<file path="config.mk">
export PLATFORM = sky130hd
export DESIGN_NAME = pwm_multichannel_shadowed
export DESIGN_NICKNAME = d
export VERILOG_FILES = /design/src/rtl/pwm_multichannel_shadowed.sv
export SDC_FILE = /design/constraint.sdc
export NUM_CORES = 1
export LEC_CHECK = 0
export BUFFER_PORTS_ARGS = -buffer_cell sky130_fd_sc_hd__buf_2
export CAP_MARGIN = 20
export CORE_ASPECT_RATIO = 2
export CORE_MARGIN = 1.5
export CORE_UTILIZATION = 55
export CTS_CLUSTER_SIZE = 20
export DETAILED_ROUTE_END_ITERATION = 12
export GPL_ROUTABILITY_DRIVEN = 0
export PLACE_DENSITY_LB_ADDON = 0.05
export SETUP_SLACK_MARGIN = 0.02
export SLEW_MARGIN = 30
export SYNTH_ARGS = -nofsm -noshare
export SYNTH_HDL_FRONTEND = slang
export SYNTH_SLANG_ARGS = --single-unit
</file>
<file path="constraint.sdc">
create_clock -name clk_i -period 3.1 [get_ports clk_i]
set_input_delay 0.155 -clock clk_i [delete_from_list [all_inputs] [get_ports clk_i]]
set_output_delay 0.155 -clock clk_i [all_outputs]
set_load 0.05 [all_outputs]
</file>
<file path="src/rtl/pwm_multichannel_shadowed.sv">
// N-channel PWM generator: shared prescaler and duty counter, per-channel shadowed duty registers.
// Duty writes wait in a pending slot and commit to the active threshold only at a period boundary.
module pwm_multichannel_shadowed #(
  parameter int CHANNELS   = 3,
  parameter int RES        = 7,
  parameter int PRESC_W    = 32,
  parameter int DVSR_FAST  = 10416,
  parameter int DVSR_SERVO = 200000,
  parameter int SERVO_MIN  = 6,
  parameter int SERVO_SPAN = 7,
  localparam int CW = (CHANNELS > 1) ? $clog2(CHANNELS) : 1
) (
  input  logic                clk_i,
  input  logic                rst_i,
  input  logic                en_i,
  input  logic                mode_i,
  input  logic                wr_valid_i,
  output logic                wr_ready_o,
  input  logic [CW-1:0]       wr_chan_i,
  input  logic [RES-1:0]      wr_duty_i,
  output logic                wr_err_o,
  output logic [CHANNELS-1:0] pwm_o,
  output logic                period_o
);

  localparam int SPAN_W = (SERVO_SPAN > 0) ? $clog2(SERVO_SPAN + 1) : 1;
  localparam int PW     = RES + SPAN_W;

  // Servo mapping keeps the full product width so the shift sees every bit.
  function automatic logic [RES-1:0] thr(input logic [RES-1:0] x, input logic servo);
    logic [PW-1:0] prod;
    logic [PW-1:0] mapped;
    prod   = PW'(x) * PW'(SERVO_SPAN);
    mapped = PW'(SERVO_MIN) + (prod >> RES);
    thr    = servo ? mapped[RES-1:0] : x;
  endfunction

  logic [PRESC_W-1:0]  q_q, q_d, dvsr;
  logic [RES-1:0]      d_q, d_d;
  logic [RES-1:0]      active_q  [CHANNELS];
  logic [RES-1:0]      active_d  [CHANNELS];
  logic [RES-1:0]      pending_q [CHANNELS];
  logic [RES-1:0]      pending_d [CHANNELS];
  logic [CHANNELS-1:0] pend_q, pend_d;
  logic [CHANNELS-1:0] pwm_q, pwm_d;
  logic                mode_q, mode_d;
  logic                period_q, period_d;
  logic                err_q, err_d;
  logic                tick, boundary, chan_ok, accept;

  // Prescaler and duty counter; both held at zero while disabled so enable starts a fresh period.
  always_comb begin
    dvsr     = mode_q ? PRESC_W'(DVSR_SERVO) : PRESC_W'(DVSR_FAST);
    tick     = en_i && (q_q == dvsr);
    boundary = tick && (d_q == {RES{1'b1}});
    q_d      = q_q + PRESC_W'(1);
    d_d      = d_q;
    if (!en_i) begin
      q_d = '0;
      d_d = '0;
    end else if (tick) begin
      q_d = '0;
      d_d = d_q + RES'(1);
    end
  end

  // Handshake: a write transfers on a clock edge where wr_valid_i && wr_ready_o; ready is low only
  // while the addressed in-range channel already holds an uncommitted value.
  always_comb begin
    chan_ok    = 1'b0;
    wr_ready_o = 1'b1;
    for (int c = 0; c < CHANNELS; c++) begin
      if (wr_chan_i == CW'(c)) begin
        chan_ok    = 1'b1;
        wr_ready_o = ~pend_q[c];
      end
    end
  end

  assign accept = wr_valid_i && wr_ready_o;

  // Commit uses the pend flags from before this edge, so a write landing on the boundary waits a period.
  always_comb begin
    active_d  = active_q;
    pending_d = pending_q;
    pend_d    = pend_q;
    mode_d    = mode_q;
    pwm_d     = '0;
    if (boundary) begin
      mode_d = mode_i;
      for (int c = 0; c < CHANNELS; c++) begin
        if (pend_q[c]) begin
          active_d[c] = thr(pending_q[c], mode_q);
          pend_d[c]   = 1'b0;
        end
      end
    end
    for (int c = 0; c < CHANNELS; c++) begin
      if (accept && (wr_chan_i == CW'(c))) begin
        pending_d[c] = wr_duty_i;
        pend_d[c]    = 1'b1;
      end
      pwm_d[c] = en_i && (d_q < active_q[c]);
    end
    err_d    = accept && !chan_ok;
    period_d = boundary;
  end

  always_ff @(posedge clk_i) begin
    if (rst_i) begin
      q_q       <= '0;
      d_q       <= '0;
      active_q  <= '{default: '0};
      pending_q <= '{default: '0};
      pend_q    <= '0;
      mode_q    <= 1'b0;
      pwm_q     <= '0;
      period_q  <= 1'b0;
      err_q     <= 1'b0;
    end else begin
      q_q       <= q_d;
      d_q       <= d_d;
      active_q  <= active_d;
      pending_q <= pending_d;
      pend_q    <= pend_d;
      mode_q    <= mode_d;
      pwm_q     <= pwm_d;
      period_q  <= period_d;
      err_q     <= err_d;
    end
  end

  assign pwm_o    = pwm_q;
  assign period_o = period_q;
  assign wr_err_o = err_q;

endmodule
</file>
=== Word level (Yosys, flattened, before mapping) ===
Cells that the tools add are included.

* Flip-flop bits (word level): 90
* Input bits: 14
* Output and inout port bits: 6
* Logic and storage cells: 68

* $add $sub $neg: 5
* Multiply operators: 3
* Order comparisons: 3
* Equal/unequal tests: 4
* Muxes and demuxes: 14
* Bitwise gates (word level): 4
* Reductions and logical operators: 20

{| class="wikitable"
|+ Operators with widths
! operator !! number
|-
| $add A32 B1 Y32 const B || 1
|-
| $eq A32 B18 Y1 || 1
|-
| $mul A7 B3 Y10 const B || 3
|-
| $lt A7 B7 Y1 || 3
|-
| $mux W7 || 3
|-
| $mux W18 || 1
|-
| $add A3 B3 Y4 const A || 3
|-
| $logic_and A1 B1 Y1 || 10
|-
| $mux W1 || 9
|-
| $add A7 B1 Y7 const B || 1
|-
| $eq A7 B7 Y1 const B || 1
|-
| $reduce_and A2 Y1 || 3
|-
| $reduce_bool A2 Y1 || 3
|-
| $not A1 Y1 || 4
|-
| $mux W3 || 1
|-
| $reduce_or A3 Y1 || 1
|-
| $eq A2 B1 Y1 const B || 1
|-
| $eq A2 B2 Y1 const B || 1
|-
| $logic_not A2 Y1 || 1
|-
| $reduce_or A2 Y1 || 1
|-
| $logic_not A1 Y1 || 1
|}

=== Logic depth before layout (Yosys ltp) ===
Gate-level depths: netlist (run 1).

* Word-level depth: 7
* Gate-level depth with buffers: 13
* Mapped depth without buffers: 13

=== Least setup slack after synthesis (run 1) ===
No wires, ideal clock.

* Path kind: register to register
* Start point: register pending_q[8] in the netlist's numbering
* End point: register active_q[9] in the netlist's numbering
* Library setup time: 70 ps
* Arrival: 2469 ps
* Required time: 3030 ps
* Setup slack: 561 ps
* Cell stages (with the launch flop): 14
* Path buffers: 0
* Cell sequence: dfxtp_1 inv_1 fa_1 inv_1 ha_1 a31oi_1 o21ai_0 a21oi_1 o21bai_1 xnor2_1 ha_1 nand2_1 o211ai_1 a21oi_1

* Longest elaborated chain between the ends: 3

{| class="wikitable"
|+ RTL lines
! what !! RTL line !! source
|-
| from (decl) || 42 || <nowiki>logic [RES-1:0] pending_q [CHANNELS];</nowiki>
|-
| from (signal assigned) || 124 || <nowiki>pending_q <= pending_d;</nowiki>
|-
| $mul A7 B3 Y10 || 33 || <nowiki>prod = PW'(x) * PW'(SERVO_SPAN);</nowiki>
|-
| $add A3 B3 Y4 || 34 || <nowiki>mapped = PW'(SERVO_MIN) + (prod >> RES);</nowiki>
|-
| $mux W7 || 35 || <nowiki>thr = servo ? mapped[RES-1:0] : x;</nowiki>
|-
| to (signal assigned) || 123 || <nowiki>active_q <= active_d;</nowiki>
|-
| to (decl) || 40 || <nowiki>logic [RES-1:0] active_q [CHANNELS];</nowiki>
|}

Every way passes these cells.
A chain may end at the register's enable or synchronous reset.

=== Worst setup path in the final report (run 1) ===
* Start point: register pending_q[15] in the netlist's numbering
* End point: register active_q[16] in the netlist's numbering

Same word-level chain as after synthesis.

==> impl_metrics.py, run 1 <==
metrics = {
    "yosys": {
        "yosys.area_share.simple_pct": 21.2,
        "seq_area_frac_synth_pct": 35.4,
        "async_flop_share_pct": 0,
        "synth_warnings": 0,
        "synth_top_family_by_area": "simple AND/OR/NAND/NOR gates",
        "syn_area_um2": 5080,
        "synth_nets": 663,
        "synth-edff-count": 0,
        "yosysUniqueCellTypes": 45,
        "ys_ff_latch": 90,
        "synth_xor_area_share_pct": 7.06,
        "synth_top_area_share_pct": 35.4,
        "yosys.area_share.adder_pct": 18.9,
        "ys.flop_type": "dfxtp_1",
        "muxShareOfSynthArea_pct": 1.18,
        "synth_cells": 583,
        "synth.avg_cell_area_um2": 8.72,
        "synth_compound_area_share_pct": 10.9,
        "synth_area_leaders": "dfxtp_1 35%, ha_1 12%, fa_1 7.1%",
        "synth_top_area_cell": "dfxtp_1",
    },
    "place": {
        "hpwlAfterDp_mm": 8.58,
        "io_buffers": 19,
    },
    "critical_path": {
        "worstPathArrival_ps": 3120,
        "required_ps": 3360,
        "timing.rr.start": "pending_q[15]$_SDFFE_PP0P_",
        "crit_type": "reg2reg",
        "crit_fanout": 3,
        "worstSetupStartpointType": "register",
        "crit_start": "pending_q[15]$_SDFFE_PP0P_",
        "timing.rr.end": "active_q[16]$_SDFFE_PP0P_",
        "cp-endpoint": "active_q[16]$_SDFFE_PP0P_",
        "reg2reg_depth": 13,
        "endpoint_kind": "register",
        "r2r_slack_ps": 240,
    },
    "final_layout": {
        "multi_input_area_um2": 3030,
        "final_cell_mix": "88 x dfxtp_1, 80 x nor2_1, 56 x nand2_1, 52 x a21oi_1, 50 x inv_1",
        "nets": 685,
        "layout_commonest_cell": "dfxtp_1",
        "final-seq-area_um2": 1800,
        "antenna_cells": 0,
        "fillers": 808,
        "drive_gt1_share_pct": 9.84,
        "syn2layout_area_growth_pct": 10.4,
        "final_util_pct": 62.3,
    },
    "pwr": {
        "ir_worst_vdd_mv": 0.271,
        "power-per-cell-area_nw_per_um2": 419,
        "leakage_nw": 2.21,
        "power_mw": 2.35,
    },
    "floorplan": {
        "dieArea_um2": 9860,
        "start_util_pct": 56.4,
        "core_um2": 9010,
        "io_pins": 20,
        "die_y_um": 139,
        "rows": 49,
        "fp.dieW_um": 71.0,
    },
    "detailed_routing": {
        "drt_iter0_drc": 117,
        "post_drt_wl_per_cell_um": 15.4,
        "drc": 0,
        "viasPerCell": 5.57,
        "antenna_left": 0,
        "drt_wl_total_mm": 11.0,
        "firstDrtPassIters": 4,
        "vias": 3966,
    },
    "grt": {
        "grt_pass1_vias": 4108,
        "grt_max_degree": 53,
        "antenna_found_initial": 0,
        "grt_overflow": 0,
        "grt_pass1_wl_mm": 18.8,
        "track_usage_pct": 24.1,
    },
    "timing": {
        "drv_slew": 0,
        "fin_crit_sh_pct": 92.1,
        "setup_tns_ps": 0,
        "tightest_slew_ps": 599,
        "setup_viol": 0,
        "fmax_ghz": 0.350,
        "rsz0062_at_grt": "false",
        "hold_viol": 0,
        "slew_headroom_pct": 59.7,
        "fin_skew_ps": 7.78,
        "period_minus_slack_ps": 2860,
    },
    "clock_network": {
        "tritoncts": "built",
        "cts.path.max_buffers": 2,
        "clk_pin_slew_worst_paths_ps": 60,
        "clock_latency_ps": 340,
        "clock_sinks": 90,
        "cts_buffers": 9,
        "clockRootBuffer": "clkbuf_16",
        "h-tree-depth": 3,
    },
    "hold_path": {
        "min_path_type": "in2reg",
    },
    "outcome": {
        "status": "finished clean",
    },
    "flow_run": {
        "cap_violations": 0,
    },
}
==> layer usage <==
| metal | GRT usage [%] | share of wire [%] | vias up |
|---|---|---|---|
| li1 | - | - | 2009 |
| met1 | 23.9 | 36 | 1871 |
| met2 | 47.0 | 58 | 61 |
| met3 | 2.98 | 2.1 | 25 |
| met4 | 11.9 | 4.0 | 0 |
| met5 | 0 | 0 | - |
==> worst min path at each step <==
stage                     slack [ps]  cells after the start          from                        end
after CTS                         80                      3        mode_i        mode_q$_SDFFE_PP0P_
after floorplan                  290                      2  wr_duty_i[1]  pending_q[8]$_SDFFE_PP0P_
after global placement           420                      3        mode_i        mode_q$_SDFFE_PP0P_
final                             90                      3        mode_i        mode_q$_SDFFE_PP0P_
after global routing             110                      3  wr_duty_i[1]  pending_q[8]$_SDFFE_PP0P_
after detailed placement         410                      3        mode_i        mode_q$_SDFFE_PP0P_
==> final cells by class <==
type                       instances  share of cell area (%)
sequential                        90                    32.2
clock inverter                     1                   0.134
timing repair buffer              30                    3.17
inverter                          50                    3.34
multi-input combinational        424                    54.0
clock buffer                      15                    4.95
tap                              102                    2.27
==> power breakdown <==
| group | leakage (nW) | internal, mW | switching, mW |
|---|---|---|---|
| combinational | 1.35 | 0.0483 | 0.0824 |
| clock | 0.136 | 0.610 | 0.422 |
| sequential | 0.728 | 1.17 | 0.0203 |
==> synthesized netlist by cell type (5+ instances only) <==
master / n
xnor2_1: 19
nor2_1: 80
nor2b_1: 5
a31oi_1: 7
inv_1: 50
nand3_1: 11
ha_1: 48
nor4_1: 6
mux2i_1: 6
nand2_1: 56
a21oi_1: 52
clkbuf_1: 14
o211ai_1: 6
nor4b_1: 5
fa_1: 18
dfxtp_1: 90
o21ai_0: 7
nor3_1: 8
or3_1: 8
nand4_1: 14
xor2_1: 22
and3_1: 7
==> through the flow <==
step	hold slack [ps]	cells	setup WS, ps	area (um2)
global route	109	712	24.7	5610
detailed placement	415	695	228	5310
finish	86.0	712	244	5610
CTS	76.3	711	175	5600
global placement	423	695	288	5310
floorplan	291	583	561	5080
==> timing repair <==
action,4_1_cts,5_1_grt
endpoints found under the setup margin,0,2
buffers inserted,0,1
gates resized for setup,0,2
hold buffers,0,0
==> state kept, by name, summed over array words and instances, names as in the netlist <==
register and flops:
pending_q 21, d_q 7, pwm_o 3, wr_err_o 1, q_q 32, period_o 1, active_q 21, pend_q 3
mode_q 1
==> worst max-delay path: stages (launching register included) <==
cell and delay [ps]:
dfxtp_1 370, inv_1 110, fa_1 540, inv_1 40, ha_1 280, a31oi_1 140
o21ai_0 120, a21oi_1 230, o21bai_1 130, xnor2_1 220, ha_1 270, nand2_1 70
o211ai_1 90, a21oi_1 160
==> cell families after synthesis <==
family / count (synthesis)
adders and majority gates: 66
xor gates and xnor gates: 41
DFF: 90
muxes: 6
and+or+nand+nor: 222
AOI/OAI and AO/OA: 89
buffers and inverters: 69
Note: power is estimated with default switching activity, not from simulation.
==> run 2: changes to the inputs <==
--- a/config.mk
+++ b/config.mk
@@ -9,7 +9,7 @@
 export CAP_MARGIN = 20
 export CORE_ASPECT_RATIO = 2
 export CORE_MARGIN = 1.5
-export CORE_UTILIZATION = 55
+export CORE_UTILIZATION = 62
 export CTS_CLUSTER_SIZE = 20
 export DETAILED_ROUTE_END_ITERATION = 12
 export GPL_ROUTABILITY_DRIVEN = 0
==> impl_metrics.py, run 2 (synthesized netlist as in run 1, its figures left out) <==
metrics = {
    "floorplan": {
        "start_util_pct": 64.0,
        "io_pins": 20,
        "die_y_um": 131,
        "core_um2": 7940,
        "dieArea_um2": 8780,
        "rows": 46,
        "fp.dieW_um": 67.0,
    },
    "clock_network": {
        "clock_latency_ps": 340,
        "clock_sinks": 90,
        "postCtsHoldBufs": 0,
        "clk_pin_slew_worst_paths_ps": 60,
        "tritoncts": "built",
        "clockRootBuffer": "clkbuf_16",
        "h-tree-depth": 3,
        "cts.path.max_buffers": 2,
        "cts_buffers": 9,
    },
    "timing": {
        "tightest_slew_ps": 894,
        "slew_headroom_pct": 40.0,
        "setup_viol": 0,
        "setup_tns_ps": 0,
        "rsz0062_at_grt": "false",
        "fin_skew_ps": 4.72,
        "hold_viol": 0,
        "fin_hold_ws_ps": 79.2,
        "fin_crit_sh_pct": 90.9,
        "fmax_ghz": 0.355,
        "period_minus_slack_ps": 2820,
        "drv_slew": 0,
    },
    "final_layout": {
        "nets": 681,
        "final_util_pct": 71.0,
        "layout_commonest_cell": "dfxtp_1",
        "fin_area_um2": 5640,
        "largest_reg_flops": 32,
        "antenna_cells": 0,
        "multi_input_area_um2": 3030,
        "final_cell_mix": "90 x dfxtp_1, 80 x nor2_1, 56 x nand2_1, 52 x a21oi_1, 50 x inv_1",
        "largestRegisters": "q_q: 32 flops, active_q: 21 flops, pending_q: 21 flops",
        "drive_gt1_share_pct": 9.24,
        "final-seq-area_um2": 1800,
        "fillers": 633,
        "top_register": "q_q",
        "syn2layout_area_growth_pct": 11.0,
    },
    "grt": {
        "antenna_found_initial": 0,
        "track_usage_pct": 26.4,
        "busiest_layer": "met2",
        "grtUsageMet1_pct": 23.8,
        "grt_pass1_wl_mm": 17.3,
        "grt_use_met2_pct": 53.5,
        "grt_pass1_vias": 3845,
        "grt_overflow": 0,
        "grt_max_degree": 53,
        "use_met3_pct": 4.53,
    },
    "pwr": {
        "leakage_nw": 2.23,
        "power_mw": 2.58,
        "power-per-cell-area_nw_per_um2": 458,
        "ir_worst_vdd_mv": 0.434,
    },
    "detailed_routing": {
        "drt_iter0_drc": 149,
        "drt_wl_total_mm": 10.7,
        "firstDrtPassIters": 4,
        "drc": 0,
        "antenna_left": 0,
        "viasPerCell": 5.65,
        "vias": 3968,
        "post_drt_wl_per_cell_um": 15.3,
    },
    "critical_path": {
        "required_ps": 3370,
        "timing.rr.start": "pending_q[2]$_SDFFE_PP0P_",
        "endpoint_kind": "register",
        "cp-endpoint": "active_q[2]$_SDFFE_PP0P_",
        "timing.rr.end": "active_q[2]$_SDFFE_PP0P_",
        "worstSetupStartpointType": "register",
        "crit_type": "reg2reg",
        "r2r_slack_ps": 280,
        "worstPathArrival_ps": 3090,
        "reg2reg_depth": 13,
        "crit_fanout": 4,
        "crit_start": "pending_q[2]$_SDFFE_PP0P_",
    },
    "hold_path": {
        "hold_start": "mode_i",
        "min_path_type": "in2reg",
    },
    "outcome": {
        "status": "finished clean",
    },
    "place": {
        "hpwlAfterDp_mm": 8.36,
        "io_buffers": 19,
        "dpl_cell_area_um2": 5280,
    },
    "flow_run": {
        "cap_violations": 0,
    },
}
==> run 2: cell types whose count changed in the layout (fill, tap and decap cells not counted), sizes merged <==
cell	before	now
bufinv	0	3
clkbuf	15	12
buf	30	26
==> run 2: metrics by stage <==
step / worst slack (ps) / std cells
global route: 38.6 / 702
finish: 282 / 702
detailed placement: 200 / 686
global placement: 262 / 686
CTS: 174 / 702
floorplan: 561 / 583
==> run 2: timing repair <==
action	4_1_cts	5_1_grt
endpoints found under the setup margin	0	1
setup buffers	0	0
gates resized for setup	0	1
==> run 2: how the worst min path moves through the flow <==
stage / to / slack [ps] / depth (start not counted)
final: mode_q$_SDFFE_PP0P_ / 80 / 3
after global routing: mode_q$_SDFFE_PP0P_ / 100 / 3
after CTS: mode_q$_SDFFE_PP0P_ / 70 / 3
after detailed placement: mode_q$_SDFFE_PP0P_ / 420 / 3
after global placement: mode_q$_SDFFE_PP0P_ / 420 / 3
after floorplan: pending_q[8]$_SDFFE_PP0P_ / 290 / 2
==> run 2: routing by layer <==
layer	wire length (um)	share of wire [%]
met5	0	0
met4	320	3.0
met3	280	2.6
met2	6350	59
met1	3780	35
==> run 2: report_power, final <==
group          switching, mW  internal [mW]
clock network          0.434          0.832
registers             0.0205           1.17
logic                 0.0808         0.0474
==> run 2: final cells by class <==
type / count / share of cell area [%]
clock buffer: 12 / 4.55
multi-input combinational: 424 / 53.7
timing repair buffer: 26 / 2.62
sequential: 90 / 31.9
inverter: 50 / 3.33
clock inverter: 4 / 1.73
tap: 96 / 2.13
==> run 2: critical path, stage by stage (launching register included) <==
cell,delay [ps]
dfxtp_1,420
inv_1,100
fa_1,510
inv_1,40
ha_1,270
a31oi_1,150
o21ai_0,100
a21oi_1,220
o21bai_1,150
xnor2_2,210
ha_1,270
nand2_1,80
o211ai_1,80
a21oi_1,140
==> run 3: changes to the inputs <==
--- a/config.mk
+++ b/config.mk
@@ -5,11 +5,12 @@
 export SDC_FILE = /design/constraint.sdc
 export NUM_CORES = 1
 export LEC_CHECK = 0
+export ABC_AREA = 1
 export BUFFER_PORTS_ARGS = -buffer_cell sky130_fd_sc_hd__buf_2
 export CAP_MARGIN = 20
 export CORE_ASPECT_RATIO = 2
 export CORE_MARGIN = 1.5
-export CORE_UTILIZATION = 62
+export CORE_UTILIZATION = 63
 export CTS_CLUSTER_SIZE = 20
 export DETAILED_ROUTE_END_ITERATION = 12
 export GPL_ROUTABILITY_DRIVEN = 0
==> impl_metrics.py, run 3 <==
metrics = {
    "detailed_routing": {
        "post_drt_wl_per_cell_um": 15.4,
        "firstDrtPassIters": 9,
        "vias": 5492,
        "antenna_left": 0,
        "drt_iter0_drc": 310,
        "drt_wl_total_mm": 15.0,
        "viasPerCell": 5.63,
        "drc": 2,
    },
    "final_layout": {
        "top_register": "q_q",
        "fillers": 797,
        "antenna_cells": 0,
        "multi_input_area_um2": 3530,
        "largest_reg_flops": 32,
        "largestRegisters": "q_q: 32 flops, active_q: 21 flops, pending_q: 21 flops",
        "nets": 948,
        "layout_commonest_cell": "nand2_1",
        "final-seq-area_um2": 1800,
        "drive_gt1_share_pct": 9.05,
        "fin_cells": 975,
        "fin_area_um2": 6380,
        "final_cell_mix": "184 x nand2_1, 122 x nor2_1, 119 x inv_1, 90 x dfxtp_1, 56 x a21oi_1",
        "syn2layout_area_growth_pct": 7.80,
    },
    "flow_run": {
        "cap_violations": 0,
    },
    "timing": {
        "fin_crit_sh_pct": 89.7,
        "hold_viol": 0,
        "drv_slew": 0,
        "slew_headroom_pct": 44.3,
        "fmax_ghz": 0.360,
        "period_minus_slack_ps": 2780,
        "rsz0062_at_grt": "false",
        "tightest_slew_ps": 835,
        "fin_skew_ps": 4.94,
        "setup_tns_ps": 0,
        "setup_viol": 0,
    },
    "pwr": {
        "switching_share_pct": 25.3,
        "power_mw": 2.50,
        "intPower_mw": 1.87,
        "p_clk_share_pct": 43.8,
        "leakage_nw": 2.89,
        "power_frac_seq_pct": 48.2,
        "p_comb_share_pct": 8.0,
        "switchingPower_mw": 0.632,
        "power-per-cell-area_nw_per_um2": 392,
        "ir_worst_vdd_mv": 0.379,
    },
    "yosys": {
        "synth_nets": 933,
        "synth_cells": 853,
        "synth-edff-count": 0,
        "syn_area_um2": 5920,
        "ys_ff_latch": 90,
        "synth.avg_cell_area_um2": 6.94,
        "yosysMostFrequentCell": "nand2_1",
        "synth_top_area_share_pct": 30.4,
        "ys.flop_type": "dfxtp_1",
        "synth_top_area_cell": "dfxtp_1",
        "async_flop_share_pct": 0,
        "synthTopCellsByCount": "184 x nand2_1, 122 x nor2_1, 119 x inv_1",
        "synth_area_leaders": "dfxtp_1 30%, nand2_1 12%, ha_1 10%",
        "yosysUniqueCellTypes": 40,
        "seq_area_frac_synth_pct": 30.4,
        "synth_warnings": 0,
    },
    "floorplan": {
        "io_pins": 20,
        "fp.dieW_um": 71.6,
        "start_util_pct": 65.3,
        "rows": 49,
        "dieArea_um2": 10000,
        "die_y_um": 140,
        "core_um2": 9070,
    },
    "clock_network": {
        "postCtsHoldBufs": 0,
        "tritoncts": "built",
        "clock_latency_ps": 340,
        "cts_setup_buffers": 0,
        "cts_buffers": 9,
        "ctsResizeCount": 0,
        "clk_pin_slew_worst_paths_ps": 60,
        "clock_sinks": 90,
        "cts.path.max_buffers": 2,
        "h-tree-depth": 3,
        "clockRootBuffer": "clkbuf_16",
    },
    "critical_path": {
        "crit_type": "reg2reg",
        "crit_path_cell_trace": "fa_1 > ha_1 > a21o_1 > a21boi_0 > nand3_1 > and2_1 > ha_1 > o21ai_0 > nor2_1 > nor2_1",
        "crit_fanout": 6,
        "worstPathArrival_ps": 3060,
        "endpoint_kind": "register",
        "slowest_stage": "dfxtp_1",
        "required_ps": 3380,
        "critPathMaxStageDelay_ps": 500,
        "worstSetupStartpointType": "register",
    },
    "place": {
        "placed_cells_incl_taps": 959,
        "dpl_cell_area_um2": 6090,
        "hpwlAfterDp_mm": 11.6,
        "io_buffers": 19,
    },
    "outcome": {
        "violations": "design-rule violations",
        "status": "complete, but fails checks",
    },
    "grt": {
        "antenna_found_initial": 0,
        "grt_pass1_wl_mm": 24.8,
        "grt_max_degree": 44,
        "grt_pass1_vias": 5569,
        "grt_overflow": 0,
        "track_usage_pct": 31.6,
    },
    "hold_path": {
        "min_path_type": "in2reg",
    },
}
## run 3: cell count changes in the layout (fill, tap and decap cells not counted), moves of 8 or more
cell     change
nand3_1     +28
o21ai_0     +29
nor3_1      +13
xnor2_1     -17
or3_1        -8
inv_1       +69
nor2_1      +42
nand2_1    +128
nand4_1      +8
nor2_2       +8
xor2_1      -12
## run 3: path summary, 6_finish.rpt
| kind | startpoint | to | slack, ps | cells past startpoint |
|---|---|---|---|---|
| worst max-delay path | pending_q[18]$_SDFFE_PP0P_ | active_q[16]$_SDFFE_PP0P_ | 320 | 10 |
| worst min-delay path | mode_i | mode_q$_SDFFE_PP0P_ | 50 | 3 |
| worst max register to register | pending_q[18]$_SDFFE_PP0P_ | active_q[16]$_SDFFE_PP0P_ | 320 | 10 |
| worst min register to register | q_q[0]$_SDFF_PP0_ | q_q[0]$_SDFF_PP0_ | 490 | 1 |
## run 3: logic make-up after synthesis
group                      Yosys count  synth area share (%)
xor gates and xnor gates            11                  1.63
buffers and inverters              150                  10.0
adders and majority gates           66                  16.2
DFF                                 90                  30.4
and+or+nand+nor                    429                  32.1
AOI/OAI and AO/OA                  107                  9.59
## run 3: power by group through the flow
| stage | Sequential (mW) | Clock [mW] | Combinational (mW) |
|---|---|---|---|
| floorplan | 1.22 | 0 | 0.139 |
| global placement | 1.23 | 0 | 0.183 |
| detailed placement | 1.23 | 0 | 0.195 |
| CTS | 1.21 | 1.10 | 0.198 |
| global route | 1.21 | 1.16 | 0.226 |
| finish | 1.21 | 1.10 | 0.199 |
## run 3: routing by layer
| metal | routed length (um) | global-route usage, % | vias up |
|---|---|---|---|
| met3 | 524 | 3.81 | 53 |
| met4 | 721 | 19.2 | 0 |
| li1 | - | - | 2741 |
| met2 | 8660 | 62.0 | 168 |
| met1 | 5070 | 29.4 | 2530 |
| met5 | 0 | 0 | - |
## run 3: cell type report
type / instances / area share [%]
tap: 102 / 2.00
sequential: 90 / 28.2
inverter: 127 / 7.49
multi-input combinational: 613 / 55.2
clock inverter: 7 / 1.10
clock buffer: 9 / 3.53
timing repair buffer: 27 / 2.43
## run 3: critical path: cells and delay by family (launching register included)
kind	cells	cell delay, ps
compound gates	3	620
fa+ha+maj	3	1130
flops	1	500
simple gates	4	480
## run 3: per-stage QoR
| stage | utilization [%] | worst slack, ps | hold slack, ps |
|---|---|---|---|
| after global placement | 67.1 | 487 | 393 |
| after floorplan | - | 592 | 224 |
| after detailed placement | 67.1 | 367 | 384 |
| final | 70.4 | 319 | 49.2 |
| after global routing | 70.4 | 132 | 71.9 |
| after CTS | 70.4 | 342 | 37.2 |
